[src/rtl/fifo_ram_dma.sv]
// FIFO-to-RAM DMA mover: streams `length` words from a read-latency-1 FIFO into RAM at base_addr+n (wrapping).
// Optional macro FIFO_RAM_DMA_TIMEOUT_EN adds an 8-bit stall watchdog that sets the sticky err flag.
//
// Handshake: fifo_rreq is a combinational read strobe; fifo_rdata is valid exactly one
// cycle later, and that cycle is the RAM write cycle (ram_wreq=1, one word per clock).
module fifo_ram_dma #(
  parameter int P_WIDTH_ADDR = 8,
  parameter int P_WIDTH_DATA = 16
) (
  input  logic                    clk,
  input  logic                    rst,
  input  logic                    start,
  input  logic                    abort,
  input  logic [P_WIDTH_ADDR-1:0] base_addr,
  input  logic [P_WIDTH_ADDR:0]   length,
  output logic                    busy,
  output logic                    done,
  output logic                    err,
  output logic [P_WIDTH_ADDR:0]   words_done,
  output logic                    fifo_rreq,
  input  logic [P_WIDTH_DATA-1:0] fifo_rdata,
  input  logic                    fifo_rempty,
  output logic                    ram_wreq,
  output logic [P_WIDTH_ADDR-1:0] ram_waddr,
  output logic [P_WIDTH_DATA-1:0] ram_wdata,
  output logic [1:0]              o_dbg_state
);

  typedef enum logic [1:0] {
    S_IDLE = 2'd0,
    S_RUN  = 2'd1,
    S_DONE = 2'd2
  } state_t;

  localparam logic [P_WIDTH_ADDR:0] LP_ONE = {{P_WIDTH_ADDR{1'b0}}, 1'b1};

  state_t                  r_state;
  logic [P_WIDTH_ADDR-1:0] r_base;
  logic [P_WIDTH_ADDR:0]   r_len;
  logic [P_WIDTH_ADDR:0]   r_issued;
  logic [P_WIDTH_ADDR:0]   r_words_done;
  logic                    r_rd_valid;

  logic w_rreq;
  logic w_wr;
  logic w_last_wr;
  logic w_timeout;
  logic w_accept;

  assign w_accept  = (r_state == S_IDLE) && start;
  // rst also gates the strobes so a reset abandons an in-flight write in its own cycle.
  assign w_rreq    = (r_state == S_RUN) && !fifo_rempty && (r_issued < r_len) && !abort && !rst;
  assign w_wr      = r_rd_valid && !rst;
  assign w_last_wr = r_rd_valid && ((r_words_done + LP_ONE) == r_len);

`ifdef FIFO_RAM_DMA_TIMEOUT_EN
  logic [7:0] r_stall_cnt;
  logic       r_err;
  logic       w_stall;

  assign w_stall   = (r_state == S_RUN) && fifo_rempty && !r_rd_valid;
  assign w_timeout = w_stall && (r_stall_cnt == 8'd254);

  always_ff @(posedge clk) begin
    if (rst) begin
      r_stall_cnt <= 8'd0;
      r_err       <= 1'b0;
    end else begin
      r_stall_cnt <= w_stall ? r_stall_cnt + 8'd1 : 8'd0;
      if (w_accept) begin
        r_err <= 1'b0;
      end else if (w_timeout) begin
        r_err <= 1'b1;
      end
    end
  end

  assign err = r_err;
`else
  assign w_timeout = 1'b0;
  assign err       = 1'b0;
`endif

  always_ff @(posedge clk) begin
    if (rst) begin
      r_state      <= S_IDLE;
      r_base       <= '0;
      r_len        <= '0;
      r_issued     <= '0;
      r_words_done <= '0;
      r_rd_valid   <= 1'b0;
    end else begin
      r_rd_valid <= w_rreq;
      if (w_rreq) begin
        r_issued <= r_issued + LP_ONE;
      end
      if (r_rd_valid) begin
        r_words_done <= r_words_done + LP_ONE;
      end
      case (r_state)
        S_IDLE: begin
          // A zero-length start still counts as an accepted transfer of zero words.
          if (start) begin
            r_base       <= base_addr;
            r_len        <= length;
            r_issued     <= '0;
            r_words_done <= '0;
            r_state      <= (length == '0) ? S_DONE : S_RUN;
          end
        end
        S_RUN: begin
          if (abort || w_last_wr || w_timeout) begin
            r_state <= S_DONE;
          end
        end
        S_DONE: begin
          r_state <= S_IDLE;
        end
        default: begin
          r_state <= S_IDLE;
        end
      endcase
    end
  end

  assign busy        = (r_state == S_RUN);
  assign done        = (r_state == S_DONE);
  assign words_done  = r_words_done;
  assign fifo_rreq   = w_rreq;
  assign ram_wreq    = w_wr;
  assign ram_waddr   = w_wr ? (r_base + r_words_done[P_WIDTH_ADDR-1:0]) : '0;
  assign ram_wdata   = w_wr ? fifo_rdata : '0;
  assign o_dbg_state = r_state;

endmodule

[config.mk]
export PLATFORM = sky130hd
export DESIGN_NAME = fifo_ram_dma
export DESIGN_NICKNAME = d
export VERILOG_FILES = /design/src/rtl/fifo_ram_dma.sv
export SDC_FILE = /design/constraint.sdc
export NUM_CORES = 1
export LEC_CHECK = 0
export BUFFER_PORTS_ARGS = -buffer_cell sky130_fd_sc_hd__buf_2
export CAP_MARGIN = 5
export CORE_MARGIN = 2
export CORE_UTILIZATION = 48
export CTS_BUF_LIST = sky130_fd_sc_hd__clkbuf_2
export DETAILED_ROUTE_END_ITERATION = 8
export PLACE_DENSITY = 0.76
export SYNTH_ARGS = -nofsm -noshare
export SYNTH_HDL_FRONTEND = slang
export SYNTH_SLANG_ARGS = --single-unit
[constraint.sdc]
create_clock -name clk -period 2.75 [get_ports clk]
set_input_delay 0.4125 -clock clk [delete_from_list [all_inputs] [get_ports clk]]
set_output_delay 0.4125 -clock clk [all_outputs]
set_load 0.01 [all_outputs]
Word-level counts from Yosys, hierarchy flattened. Index checks and enable logic that the tools add are counted.

Input port bits: 38. Output and inout bits: 40. Bits in registers: 38.

Eq/ne operators: 5. Reduce and logical (&&, ||, !) cells: 14. Multiplexer cells: 12. Add/subtract/negate cells: 3. Order comparisons: 1.

Operators by type and width (number): 2-to-1 mux 9 bit (6); adder 9 x 1 -> 9 bit (second input constant) (2); 2-to-1 mux 16 bit (1); equality test 9 bit (1); logical NOT 9 bit (1); < comparator 9 bit (1); adder 8 bit (1); 2-to-1 mux 8 bit (1); logical AND 1 bit (6); 2-to-1 mux 2 bit (3); one-hot mux 2 bit (2 select lines) (1); AND reduction 2 bit (2); logical NOT 1 bit (3); equality test 2 x 1 -> 1 bit (second input constant) (1); equality test 2 bit (second input constant) (1); logical NOT 2 bit (1); != test 2 x 1 -> 1 bit (second input constant) (1); != test 2 bit (second input constant) (1); logical OR 1 bit (1).

Longest topological paths before layout.
Depth in word-level cells: 8. Depth in mapped cells: 8. Depth with buffers taken out: 8.

Least setup slack after synthesis. No wires, ideal clock.

Path type: flip-flop to output port. Start: reg r_words_done[0], in the netlist words_done[0]. End: out ram_waddr[6]. Buffers on the path: 0. Cell stages (with the launch flop): 9. Slack: 0.495 ns. Data required time: 2.338 ns. Data arrival time: 1.842 ns. Path through: dfxtp_1 -> ha_1 -> fa_1 -> a21o_1 -> a21oi_1 -> o21bai_1 -> a21oi_1 -> xor2_1 -> nor2_1.

Word-level cells in the longest chain between the ends: 2.

RTL lines: from (decl) (line 41) `logic [P_WIDTH_ADDR:0] r_words_done;`; from (signal assigned) (line 98) `r_words_done <= r_words_done + LP_ONE;`; adder 8 bit (line 131) `assign ram_waddr = w_wr ? (r_base + r_words_done[P_WIDTH_ADDR-1:0]) : '0;`; 2-to-1 mux 8 bit (line 131); to (decl) (line 24) `output logic [P_WIDTH_ADDR-1:0] ram_waddr,`.

Every way passes these cells.

Worst setup path in the final report. Ends and elaborated chain as after synthesis.

==> metrics.md <==
| Metric | Value |
|---|---|
| Status | `complete, no violations` |
| Synth Instances | `316` |
| Yosys reg bits | `38` |
| Initial DRC Count | `140` |
| Seq. cell area | `769 um^2` |
| First-pass GRT wire length | `9900 um` |
| Horiz. Die Dim | `76.4 um` |
| Cts bufs inserted | `5` |
| Critical Path End | `ram_waddr[6]` |
| Post-DRT Antenna Nets | `0` |
| Pins Over Slew Limit | `0` |
| IO buf count | `76` |
| Worst EP arrival | `2260 ps` |
| Worst Setup Path Type | `reg -> out` |
| Number of flops mapped to enable cells by yosys | `0` |
| Total routed wirelength | `slightly above 6000 um` |
| Layout cell share with drive strength beyond 1 | `0.280` |
| Total gr overflow | `0` |
| Worst-path fanout max | `4` |
| Final setup TNS | `0 ps` |
| Skew-Pair Late Insertion Delay | `390 ps` |
| Fillers | `472` |
| Hold Crit Class | `in -> reg` |
| R2R setup slack | `440 ps` |
| Highest Clock Rate | `~370 MHz` |
| Initial DRT Pass Iterations | `4` |
| Maximum VDD drop | `255 uV` |
| Largest family of logic cells by synthesized area | `simple AND/OR/NAND/NOR gates` |
| Multi-input logic area | `1620 um^2` |
| FF-to-FF End | `o_dbg_state[1]$_SDFFE_PP0P_` |
| Area growth, synth to finish | `22.0%` |
| Vias/cell | `just over 5` |
| Fin nets | `about 450` |
| Largest net degree at the start of global routing | `28` |
| Fin. Hold Viols | `0` |
| Mux cell area share after synthesis | `0.0164` |
| Die H | `76.4 um` |
| Via count | `2383` |
| Post-Synth Adder-Cell Area | `0.0924` |
| Final setup vio count | `0` |
| Post-Synth XOR/XNOR Area | `0.0974` |
| Synth Area in Simple Gates | `0.267` |
| CP startpoint | `words_done[0]$_SDFF_PP0_` |
| GRT Total Usage | `0.207` |
| Reg2Reg Launch Point | `words_done[0]$_SDFF_PP0_` |
| Pleak | `0.00143 uW` |
| Syn Area/Cell | `7.97 um^2` |
| Unique masters post-synth | `48` |
| H-tree Lvls | `2` |
| Seq/Total Area, Yosys | `0.302` |
| Setup crit end kind | `output pin` |
| R2R cell count | `8` |
| Main synth FF type | `dfxtp_1` |
| DPL Wire Length | `between 4000 and 5000 um` |
| Util after Layout | `0.606` |
| CTS tree | `built` |
| Clock-pin slew on the worst setup and hold paths | `210 ps` |
| Mapped Nets | `roughly 370` |
| Routability cong. | `0.836` |
| # diodes | `0` |
| Yosys warns | `0` |
| Core area | `5070 um^2` |
| Clk sinks | `38` |
| Startpoint types | `flop` |
| Post-route DRC | `0` |
| Final period util | `0.972` |
| Max Buffers Root-to-Sink | `2` |
| Hold Slack | `around 240 ps` |
| Initial Utilization | `0.496` |
| CP Data Required Time | `2340 ps` |
| Async set or reset register ratio after synthesis | `0` |
| Root Driver | `clkbuf_2` |
| Hold_buf cts | `0` |
| Number of global-route vias before repair | `2179` |
| DIE AREA | `5840 um^2` |
| Antenna violations before repair | `0` |
| Worst relative slew slack | `0.627` |
| Fin crit period | `approximately 2700 ps` |
| RSZ-0062 raised after global routing | `yes` |
| PD cells | `391 nW/um^2` |
| Synth Cell Area | `2520 um^2` |
| Tightest Pin Transition | `556 ps` |
| I/O pin total | `78` |
| Compound-Gate Fraction of Synth Area | `0.155` |
| FP Rows | `26` |
| Max cap viols | `0` |
| Routed length per instance | `13.1 um` |
| Max Clock Skew | `17.6 ps` |
==> cell usage after synthesis, drive strengths merged, types with 2 or more instances <==
cell | n | area share
nand4 | 6 | 0.015
o31ai | 2 | 0.0079
nor2b | 5 | 0.012
o21ai | 4 | 0.0079
xor2 | 13 | 0.045
inv | 13 | 0.019
mux2i | 3 | 0.012
clkbuf | 9 | 0.013
xnor2 | 15 | 0.052
nand3 | 6 | 0.012
nand2 | 52 | 0.078
nor2 | 33 | 0.049
nand2b | 3 | 0.0075
a2111oi | 6 | 0.028
a21oi | 26 | 0.053
a21o | 3 | 0.0089
a211oi | 3 | 0.0089
a31o | 4 | 0.014
nor3 | 2 | 0.0040
and3 | 6 | 0.015
nor4 | 2 | 0.0050
nor3b | 2 | 0.0060
ha | 17 | 0.084
and2 | 22 | 0.056
dfxtp | 38 | 0.30
buf | 8 | 0.035
==> area by class of cell <==
type	instances	area share
multi-input cells	248	0.528
flip-flops and latches	38	0.250
repair buffers	86	0.148
well taps	70	0.0285
clock inverters	3	0.0208
inverters	13	0.0159
clock buffers	5	0.00814
==> cells in the final DEF (no fill, tap or decap), types with 3 or more instances in the layout <==
master / instances
nand3_1: 6
nand2b_1: 3
nor2b_1: 5
a31o_1: 4
nand4_1: 6
a21oi_2: 3
clkbuf_2: 5
a21oi_1: 23
a21o_1: 3
inv_1: 13
nand2_1: 51
buf_4: 10
dfxtp_1: 35
buf_2: 76
xnor2_1: 15
mux2i_1: 3
a2111oi_1: 4
ha_1: 16
and2_1: 21
and3_1: 5
nor2_1: 33
xor2_1: 13
==> power breakdown <==
| part | internal (uW) | switching (uW) |
|---|---|---|
| logic | 79.5 | 104 |
| registers | 569 | 20.3 |
| clock network | 242 | 185 |
| total | 891 | 310 |
==> metal layers <==
metal	part of all wire	vias up	global-route usage
met2	0.51	56	0.373
li1	-	1222	-
met3	0.035	8	0.0403
met5	0	-	0
met4	0.011	0	0.0527
met1	0.44	1097	0.252
==> state kept, by name, indices dropped and copies added, names as in the netlist <==
name and cells:
r_issued 9, r_len 9, words_done 9, r_base 8, o_dbg_state 2, r_rd_valid 1
==> stage by stage <==
step                area, um^2  setup WS [ps]  cells  total power [uW]
finish                    3070           78.3    463              1200
global route              3070          -40.4    463              1260
CTS                       3010          -62.1    459              1210
detailed placement        2910            321    451               784
global placement          2910            356    451               779
floorplan                 2520            495    316               712
==> worst min-delay path by stage <==
stage | startpoint | to | slack [ps] | depth (start not counted)
2_1_floorplan | r_base[0]$_SDFFE_PP0P_ | r_base[0]$_SDFFE_PP0P_ | 440 | 2
3_3_place_gp | r_base[5]$_SDFFE_PP0P_ | r_base[5]$_SDFFE_PP0P_ | 450 | 2
3_5_place_dp | r_base[5]$_SDFFE_PP0P_ | r_base[5]$_SDFFE_PP0P_ | 450 | 2
4_1_cts | length[2] | r_len[2]$_SDFFE_PP0P_ | 220 | 3
5_1_grt | length[3] | r_len[3]$_SDFFE_PP0P_ | 220 | 3
6_report | length[2] | r_len[2]$_SDFFE_PP0P_ | 240 | 3
==> kinds of logic after synthesis <==
logic type | count (synthesis)
buf+inv | 30
other cells | 1
mux | 4
fa+ha+maj | 18
compound gates | 56
simple gates | 141
xor+xnor | 28
flops | 38
==> what timing repair did <==
action | in CTS | in global routing
cloned | 0 | 0
gates resized for setup | 4 | 8
setup buffers | 0 | 4
pin swaps | 0 | 6
endpoints found under the setup margin | 3 | 3
==> critical path, cell delays in order, from the launching register on <==
cell and delay, ps:
dfxtp_4 400, ha_4 160, fa_2 390, a21o_1 180
a21oi_2 160, o21bai_1 100, a21oi_1 160, xor2_1 150
nor2_1 50, buf_2 140
Power figures use the tool's default switching activity.
